===== src/rtl/commit_trace_unit.sv =====
// Commit/trace producer: captures each retired instruction as a normalised record, buffers it
// in a small FIFO for the trace sink, and tracks cycle/instret counts and end-of-test draining.
module commit_trace_unit #(
    parameter int unsigned XLEN       = 32,
    parameter int unsigned DEPTH      = 8,
    parameter int unsigned OP_W       = 6,
    parameter logic [31:0] HALT_INSTR = 32'h0000006f
) (
    input  logic            clk,
    input  logic            rstn,
    input  logic            wb_valid_i,
    input  logic [XLEN-1:0] wb_pc_i,
    input  logic [31:0]     wb_instr_i,
    input  logic [4:0]      wb_rd_i,
    input  logic [XLEN-1:0] wb_rd_data_i,
    input  logic            wb_rf_we_i,
    input  logic            wb_mem_re_i,
    input  logic            wb_mem_we_i,
    input  logic [XLEN-1:0] wb_mem_addr_i,
    input  logic [XLEN-1:0] wb_mem_wdata_i,
    input  logic [OP_W-1:0] wb_op_i,
    output logic            stall_o,
    output logic            trace_valid_o,
    input  logic            trace_ready_i,
    output logic [XLEN-1:0] trace_pc_o,
    output logic [31:0]     trace_instr_o,
    output logic [4:0]      trace_rd_o,
    output logic [XLEN-1:0] trace_rd_data_o,
    output logic [XLEN-1:0] trace_mem_addr_o,
    output logic [XLEN-1:0] trace_mem_wdata_o,
    output logic [OP_W-1:0] trace_op_o,
    output logic            trace_rf_we_o,
    output logic            trace_mem_re_o,
    output logic            trace_mem_we_o,
    output logic [63:0]     cycle_count_o,
    output logic [63:0]     instret_o,
    output logic            halted_o
);

    localparam int unsigned PTR_W = $clog2(DEPTH);
    localparam int unsigned CNT_W = PTR_W + 1;

    typedef struct packed {
        logic [XLEN-1:0] pc;
        logic [31:0]     instr;
        logic [4:0]      rd;
        logic [XLEN-1:0] rd_data;
        logic            rf_we;
        logic            mem_re;
        logic            mem_we;
        logic [XLEN-1:0] mem_addr;
        logic [XLEN-1:0] mem_wdata;
        logic [OP_W-1:0] op;
    } rec_t;

    typedef enum logic [1:0] {StRun, StDrain, StHalted} state_e;

    state_e           state_q;
    logic [PTR_W-1:0] wptr_q;
    logic [PTR_W-1:0] rptr_q;
    logic [CNT_W-1:0] count_q;
    logic [63:0]      cycle_q;
    logic [63:0]      instret_q;
    logic             halted_q;
    rec_t             mem_q [DEPTH];

    rec_t rec_d;
    rec_t head;
    logic push;
    logic pop;
    logic kill_rd;

    assign trace_valid_o = (count_q != '0);
    // No push-through: a full FIFO stalls even if the head is popped this cycle.
    assign stall_o       = (count_q == CNT_W'(DEPTH)) || (state_q != StRun);
    assign push          = wb_valid_i && !stall_o;
    assign pop           = trace_valid_o && trace_ready_i;

    // Normalise at push so the sink never sees stale or meaningless fields.
    always_comb begin
        rec_d           = '0;
        kill_rd         = wb_mem_we_i || !wb_rf_we_i || (wb_rd_i == 5'd0);
        rec_d.pc        = wb_pc_i;
        rec_d.instr     = wb_instr_i;
        rec_d.op        = wb_op_i;
        rec_d.mem_we    = wb_mem_we_i;
        rec_d.mem_re    = wb_mem_re_i && !wb_mem_we_i;
        rec_d.rf_we     = !kill_rd;
        rec_d.rd        = kill_rd ? 5'd0 : wb_rd_i;
        rec_d.rd_data   = kill_rd ? '0 : wb_rd_data_i;
        rec_d.mem_addr  = (wb_mem_re_i || wb_mem_we_i) ? wb_mem_addr_i : '0;
        rec_d.mem_wdata = wb_mem_we_i ? wb_mem_wdata_i : '0;
    end

    always_comb begin
        head = '0;
        if (trace_valid_o) begin
            head = mem_q[rptr_q];
        end
    end

    assign trace_pc_o        = head.pc;
    assign trace_instr_o     = head.instr;
    assign trace_rd_o        = head.rd;
    assign trace_rd_data_o   = head.rd_data;
    assign trace_rf_we_o     = head.rf_we;
    assign trace_mem_re_o    = head.mem_re;
    assign trace_mem_we_o    = head.mem_we;
    assign trace_mem_addr_o  = head.mem_addr;
    assign trace_mem_wdata_o = head.mem_wdata;
    assign trace_op_o        = head.op;
    assign cycle_count_o     = cycle_q;
    assign instret_o         = instret_q;
    assign halted_o          = halted_q;

    // Storage needs no reset: the head is masked while the FIFO is empty.
    always_ff @(posedge clk) begin
        if (push) begin
            mem_q[wptr_q] <= rec_d;
        end
    end

    always_ff @(posedge clk) begin
        if (!rstn) begin
            state_q   <= StRun;
            wptr_q    <= '0;
            rptr_q    <= '0;
            count_q   <= '0;
            cycle_q   <= '0;
            instret_q <= '0;
            halted_q  <= 1'b0;
        end else begin
            if (push) begin
                wptr_q <= wptr_q + PTR_W'(1);
            end
            if (pop) begin
                rptr_q <= rptr_q + PTR_W'(1);
            end
            case ({push, pop})
                2'b10:   count_q <= count_q + CNT_W'(1);
                2'b01:   count_q <= count_q - CNT_W'(1);
                default: count_q <= count_q;
            endcase

            case (state_q)
                StRun: begin
                    if (push && (wb_instr_i == HALT_INSTR)) begin
                        state_q <= StDrain;
                    end
                end
                StDrain: begin
                    if (count_q == '0) begin
                        state_q  <= StHalted;
                        halted_q <= 1'b1;
                    end
                end
                StHalted: state_q <= StHalted;
                default:  state_q <= StRun;
            endcase

            if ((state_q != StHalted) && (cycle_q != '1)) begin
                cycle_q <= cycle_q + 64'd1;
            end
            if (push && (wb_pc_i != '0) && (instret_q != '1)) begin
                instret_q <= instret_q + 64'd1;
            end
        end
    end

endmodule


===== config.mk =====
export PLATFORM = sky130hd
export DESIGN_NAME = commit_trace_unit
export DESIGN_NICKNAME = d
export VERILOG_FILES = /design/src/rtl/commit_trace_unit.sv
export SDC_FILE = /design/constraint.sdc
export NUM_CORES = 2
export LEC_CHECK = 0
export ABC_AREA = 1
export BUFFER_PORTS_ARGS = -buffer_cell sky130_fd_sc_hd__buf_2
export CAP_MARGIN = 30
export CELL_PAD_IN_SITES_DETAIL_PLACEMENT = 1
export CELL_PAD_IN_SITES_GLOBAL_PLACEMENT = 2
export CORE_MARGIN = 2
export CORE_UTILIZATION = 43
export DETAILED_ROUTE_END_ITERATION = 12
export PLACE_DENSITY_LB_ADDON = 0.1
export SKIP_CTS_REPAIR_TIMING = 1
export SLEW_MARGIN = 20
export SYNTH_ARGS = -nofsm -noshare
export SYNTH_HDL_FRONTEND = slang
export SYNTH_SLANG_ARGS = --single-unit

===== constraint.sdc =====
create_clock -name clk -period 16.4 [get_ports clk]
set_input_delay 0.82 -clock clk [delete_from_list [all_inputs] [get_ports clk]]
set_output_delay 0.82 -clock clk [all_outputs]
set_load 0.01 [all_outputs]

# Word level (Yosys, flattened, before mapping)

Memory sizes are Yosys's and may differ from the RTL's. A register that Yosys moved wholly into a read port is not among the register bits.
Cells that the tools add are included.

Reduce and logical (&&, ||, !) cells: 24
Add/sub/neg operators: 6
Equal/unequal tests: 11
Mux-type cells: 13

Operator list:

| operator                                                                | number |
|---|---|
| 174-bit 2-to-1 mux                                                      | 1 |
| 64-bit by 1-bit adder with 64-bit output (second input constant)        | 2 |
| 64-bit != test (second input constant)                                  | 2 |
| 32-bit 2-to-1 mux                                                       | 3 |
| 32-bit by 7-bit equality test with 1-bit output (second input constant) | 1 |
| 32-bit nonzero test                                                     | 1 |
| 4-bit one-hot mux with 2 select lines                                   | 1 |
| 1-bit logical AND                                                       | 7 |
| 3-bit by 1-bit adder with 3-bit output (second input constant)          | 2 |
| 3-bit 2-to-1 mux                                                        | 2 |
| 2-bit != test (second input constant)                                   | 3 |
| 2-bit one-hot mux with 3 select lines                                   | 1 |
| 5-bit logical NOT                                                       | 1 |
| 5-bit 2-to-1 mux                                                        | 1 |
| 4-bit by 1-bit adder with 4-bit output (second input constant)          | 1 |
| 2-bit by 1-bit equality test with 1-bit output (second input constant)  | 2 |
| 2-bit equality test (second input constant)                             | 2 |
| 4-bit equality test (second input constant)                             | 1 |
| 1-bit logical NOT                                                       | 4 |
| 4-bit logical NOT                                                       | 1 |
| 1-bit logical OR                                                        | 4 |
| 2-bit 2-to-1 mux                                                        | 2 |
| 2-bit AND reduction                                                     | 2 |
| 2-bit nonzero test                                                      | 2 |
| 4 further kinds                                                         | 5 |

RAM bits: 1,392
Memories: 1
Register bits: 141
Bits of input ports: 178

Memory list:

| name  | words | bits a word | read ports | clocked after Yosys merged registers in | write ports | line | text |
|---|---|---|---|---|---|---|---|
| mem_q | 8     | 174         | 1          | 1                                       | 1           | 65   | `rec_t mem_q [DEPTH];` |

# Logic depth before layout (Yosys ltp)

Depth in word-level cells: 7
Mapped depth: 13
Mapped depth without buffers: 13

# Worst setup path after synthesis

Ideal clock, no wire load.

Kind: input to register
Start point: in wb_valid_i
End point: mem mem_q[0][0] (netlist bit), enable pin
Required time: 15.689 ns
Data arrival time: 8.429 ns
Slack: 7.261 ns
Library setup time: 0.711 ns
Stages: 4
Path buffers: 0
Path through: nand3_2 inv_1 nand2_1 nor2_1

Longest elaborated chain between the ends: 3

Ends and longest elaborated chain:

| item                                   | line | text |
|---|---|---|
| start, declared                        | 11   | `input logic wb_valid_i,` |
| 1-bit logical AND                      | 76   | `assign push = wb_valid_i && !stall_o;` |
| 1-bit 2-to-1 mux                       | 118  | `if (push) begin` |
| 1-bit 2-to-1 mux (not written as such) | 119  | `mem_q[wptr_q] <= rec_d;` |
| end, declared                          | 65   |  |

Every way passes these cells.

==> impl_metrics.py <==
metrics = {
    "timing": {
        "fin_crit_ns": 6.50,
        "worst_pin_slew_ns": 1.16,
        "rsz0062_at_grt": "false",
        "setup_viol": 0,
        "fmax_mhz": 154,
        "period_share": 0.397,
        "skew_ns": 0.0420,
        "finalMaxSlewViolations": 0,
        "slew_headroom": 0.229,
        "hold_viol": 0,
        "tns_ns": 0,
    },
    "setup_path": {
        "worstPathArrival_ns": 5.68,
        "worstSetupPathType": "reg -> out",
        "cp-end-kind": "output port",
        "path_max_fanout": 128,
        "cp_data_required_time_ns": 15.58,
        "startpoint_type": "register",
        "crit_path_max_incr_delay_ns": 0.89,
        "cp_slowest_cell": "buf_4",
        "path_cells": "inv_8 > buf_4 > buf_4 > buf_4 > buf_12 > nor2_1 > o32ai_1 > nor2_1 > nor2_1 > buf_2",
    },
    "clock_network": {
        "cts_tree": "done",
        "clkTransAtPathRegs_ns": 0.06,
        "cts_buffers": 169,
        "cts_sinks": 1536,
        "root_buffer": "clkbuf_16",
        "cts_max_level": 4,
        "clk_path_buf_depth": 3,
        "clk-insertion-delay-late_ns": 0.80,
    },
    "grt": {
        "grt_pass1_wl_um": 292000,
        "grt_max_degree": 221,
        "grt-ovfl-total": 0,
        "antenna_found_initial": 32,
        "grt_pass1_vias": 47000,
        "track_usage": 0.251,
    },
    "synthesis": {
        "syn_inst": 5799,
        "synth_seq_cells": 1536,
        "yosysWarnings": 0,
        "syn_nets": 5988,
        "yosys.area.top_type": "edfxtp_1",
        "synth.avg_cell_area_um2": 11.1,
        "synth_area_um2": 64200,
        "yosysSeqAreaShare": 0.696,
        "synth_common_cells": "nor2_1 (1918), edfxtp_1 (1392), nand2_1 (557), o21ai_0 (537), o32ai_1 (348)",
        "yosys.cell_types.count": 39,
        "ys_async_sr_fraction": 0,
        "synth_area_leaders": "edfxtp_1 (65%), nor2_1 (11%), o32ai_1 (4.7%)",
        "yosys_most_used_dff": "edfxtp_1",
        "synth_edf_count": 1392,
        "synth.most_common_cell": "nor2_1",
        "synth_top_area_frac": 0.651,
    },
    "layout": {
        "seq_area_um2": 44700,
        "multiInputGateArea_um2": 17500,
        "fill_cells": 15800,
        "area_growth_pct": 15.3,
        "final_cells": 8285,
        "nNetsFinal": 6387,
        "drive_gt1_frac": 0.140,
    },
    "power": {
        "peakVddDrop_mv": 0.106,
        "power_leakage_nw": 25.9,
        "p_per_area_nw_per_um2": 151,
    },
    "placement": {
        "io_buffer_count": 482,
        "placedCellCount": 7952,
        "gp_congestion": 0.800,
        "detailed_place_hpwl_um": 114000,
    },
    "job": {
        "drv_cap": 0,
    },
    "routing": {
        "wire_per_inst_um": 23.4,
        "routed_wirelength_um": 193000,
        "drc": 0,
        "firstDrtPassIters": 6,
        "ant_nets": 0,
        "via_per_inst": 5.52,
        "num_vias": 45700,
        "dr.first_iter.drc_count": 2913,
    },
    "run_status": {
        "status": "finished clean",
    },
    "hold_path": {
        "min_path_type": "in -> reg",
    },
    "floorplan": {
        "die_w_um": 390,
        "die_y_um": 390,
        "initial_core_util": 0.434,
        "rows": 141,
        "die-area_um2": 152000,
        "io_pins": 483,
        "core_um2": 148000,
    },
}
[power by group]
part / internal, mW / switching [mW] / total, mW
clock network: 2.07 / 1.55 / 3.61
registers: 4.50 / 0.0913 / 4.59
logic: 0.895 / 2.07 / 2.96
[cell families after synthesis]
| group | after synthesis | synth area share |
|---|---|---|
| buffers and inverters | 531 | 0.0328 |
| AO/OA/AOI/OAI | 995 | 0.0994 |
| flip-flops | 1536 | 0.696 |
| XOR/XNOR | 29 | 0.00396 |
| adder cells (fa/ha/maj) | 11 | 0.00214 |
| AND/OR/NAND/NOR | 2697 | 0.166 |
[registers in the layout, summed over array words and instances, names as in the netlist, named ones only]
| register | cells |
|---|---|
| instret_o | 64 |
| count_q | 4 |
| wptr_q | 3 |
| halted_o | 1 |
| cycle_count_o | 64 |
| rptr_q | 3 |
| state_q | 2 |
| mem_q | 1392 |
[per-stage QoR]
stage               total power [mW]  setup WS (ns)  hold slack, ns   util  instance area (um2)
floorplan                       6.49           7.26           0.433      -                64200
global placement                7.57          10.59           0.435  0.461                68300
detailed placement              7.66          10.52           0.451  0.463                68500
CTS                             11.3           9.64           0.244  0.499                73800
global route                    11.7           9.42           0.277  0.500                73900
finish                          11.2           9.90           0.312  0.500                74000
[layout make-up]
| class | instances | share of cell area |
|---|---|---|
| multi-input combinational | 3732 | 0.236 |
| sequential | 1536 | 0.604 |
| clock inverter | 83 | 0.00903 |
| antenna | 21 | 0.000710 |
| tap | 1930 | 0.0326 |
| clock buffer | 224 | 0.0622 |
| inverter | 196 | 0.0101 |
| timing repair buffer | 563 | 0.0450 |
[worst paths after layout]
check | start | to | slack (ns) | cells after the start
setup / recovery | register | trace_mem_wdata_o[11] | 9.90 | 10
hold / removal | wb_pc_i[24] | mem_q[2][166]$_DFFE_PP_ | 0.31 | 1
setup reg to reg | count_q[1]$_SDFFE_PN0P_ | count_q[2]$_SDFFE_PN0P_ | 12.44 | 14
hold reg to reg | halted_o$_SDFFE_PN0P_ | halted_o$_SDFFE_PN0P_ | 0.46 | 2
[worst max-delay path: cells and delay by family (launching register included)]
| kind | cells | cell delay, ns |
|---|---|---|
| DFF | 1 | 0.59 |
| AOI/OAI and AO/OA | 1 | 0.29 |
| and+or+nand+nor | 3 | 0.37 |
| buffers and inverters | 6 | 3.52 |
[per-layer routing]
metal | up-vias | track usage | share of wire | wire (um)
met5 | - | 0 | 0.00057 | 110
met4 | 16 | 0.0722 | 0.024 | 4670
met3 | 265 | 0.0473 | 0.055 | 10600
met2 | 943 | 0.423 | 0.49 | 94200
met1 | 23200 | 0.331 | 0.43 | 83900
li1 | 21300 | - | - | -
[layout by cell type (no fill, tap or decap), types with 16 or more instances in the layout]
cell,synthesis,layout
a21oi_1,84,84
a21oi_2,23,23
buf_2,54,481
buf_4,1,64
clkbuf_1,258,43
clkbuf_16,0,173
clkinv_1,2,30
clkinv_2,0,35
dfxtp_1,144,141
diode_2,0,21
edfxtp_1,1392,1392
inv_1,193,191
nand2_1,557,556
nand2_2,22,22
nand3_1,100,99
nand4_1,47,47
nor2_1,1918,1908
nor2_2,15,17
o21ai_0,537,537
o32ai_1,348,348
xnor2_1,16,16
Note: power is estimated with default switching activity, not from simulation.
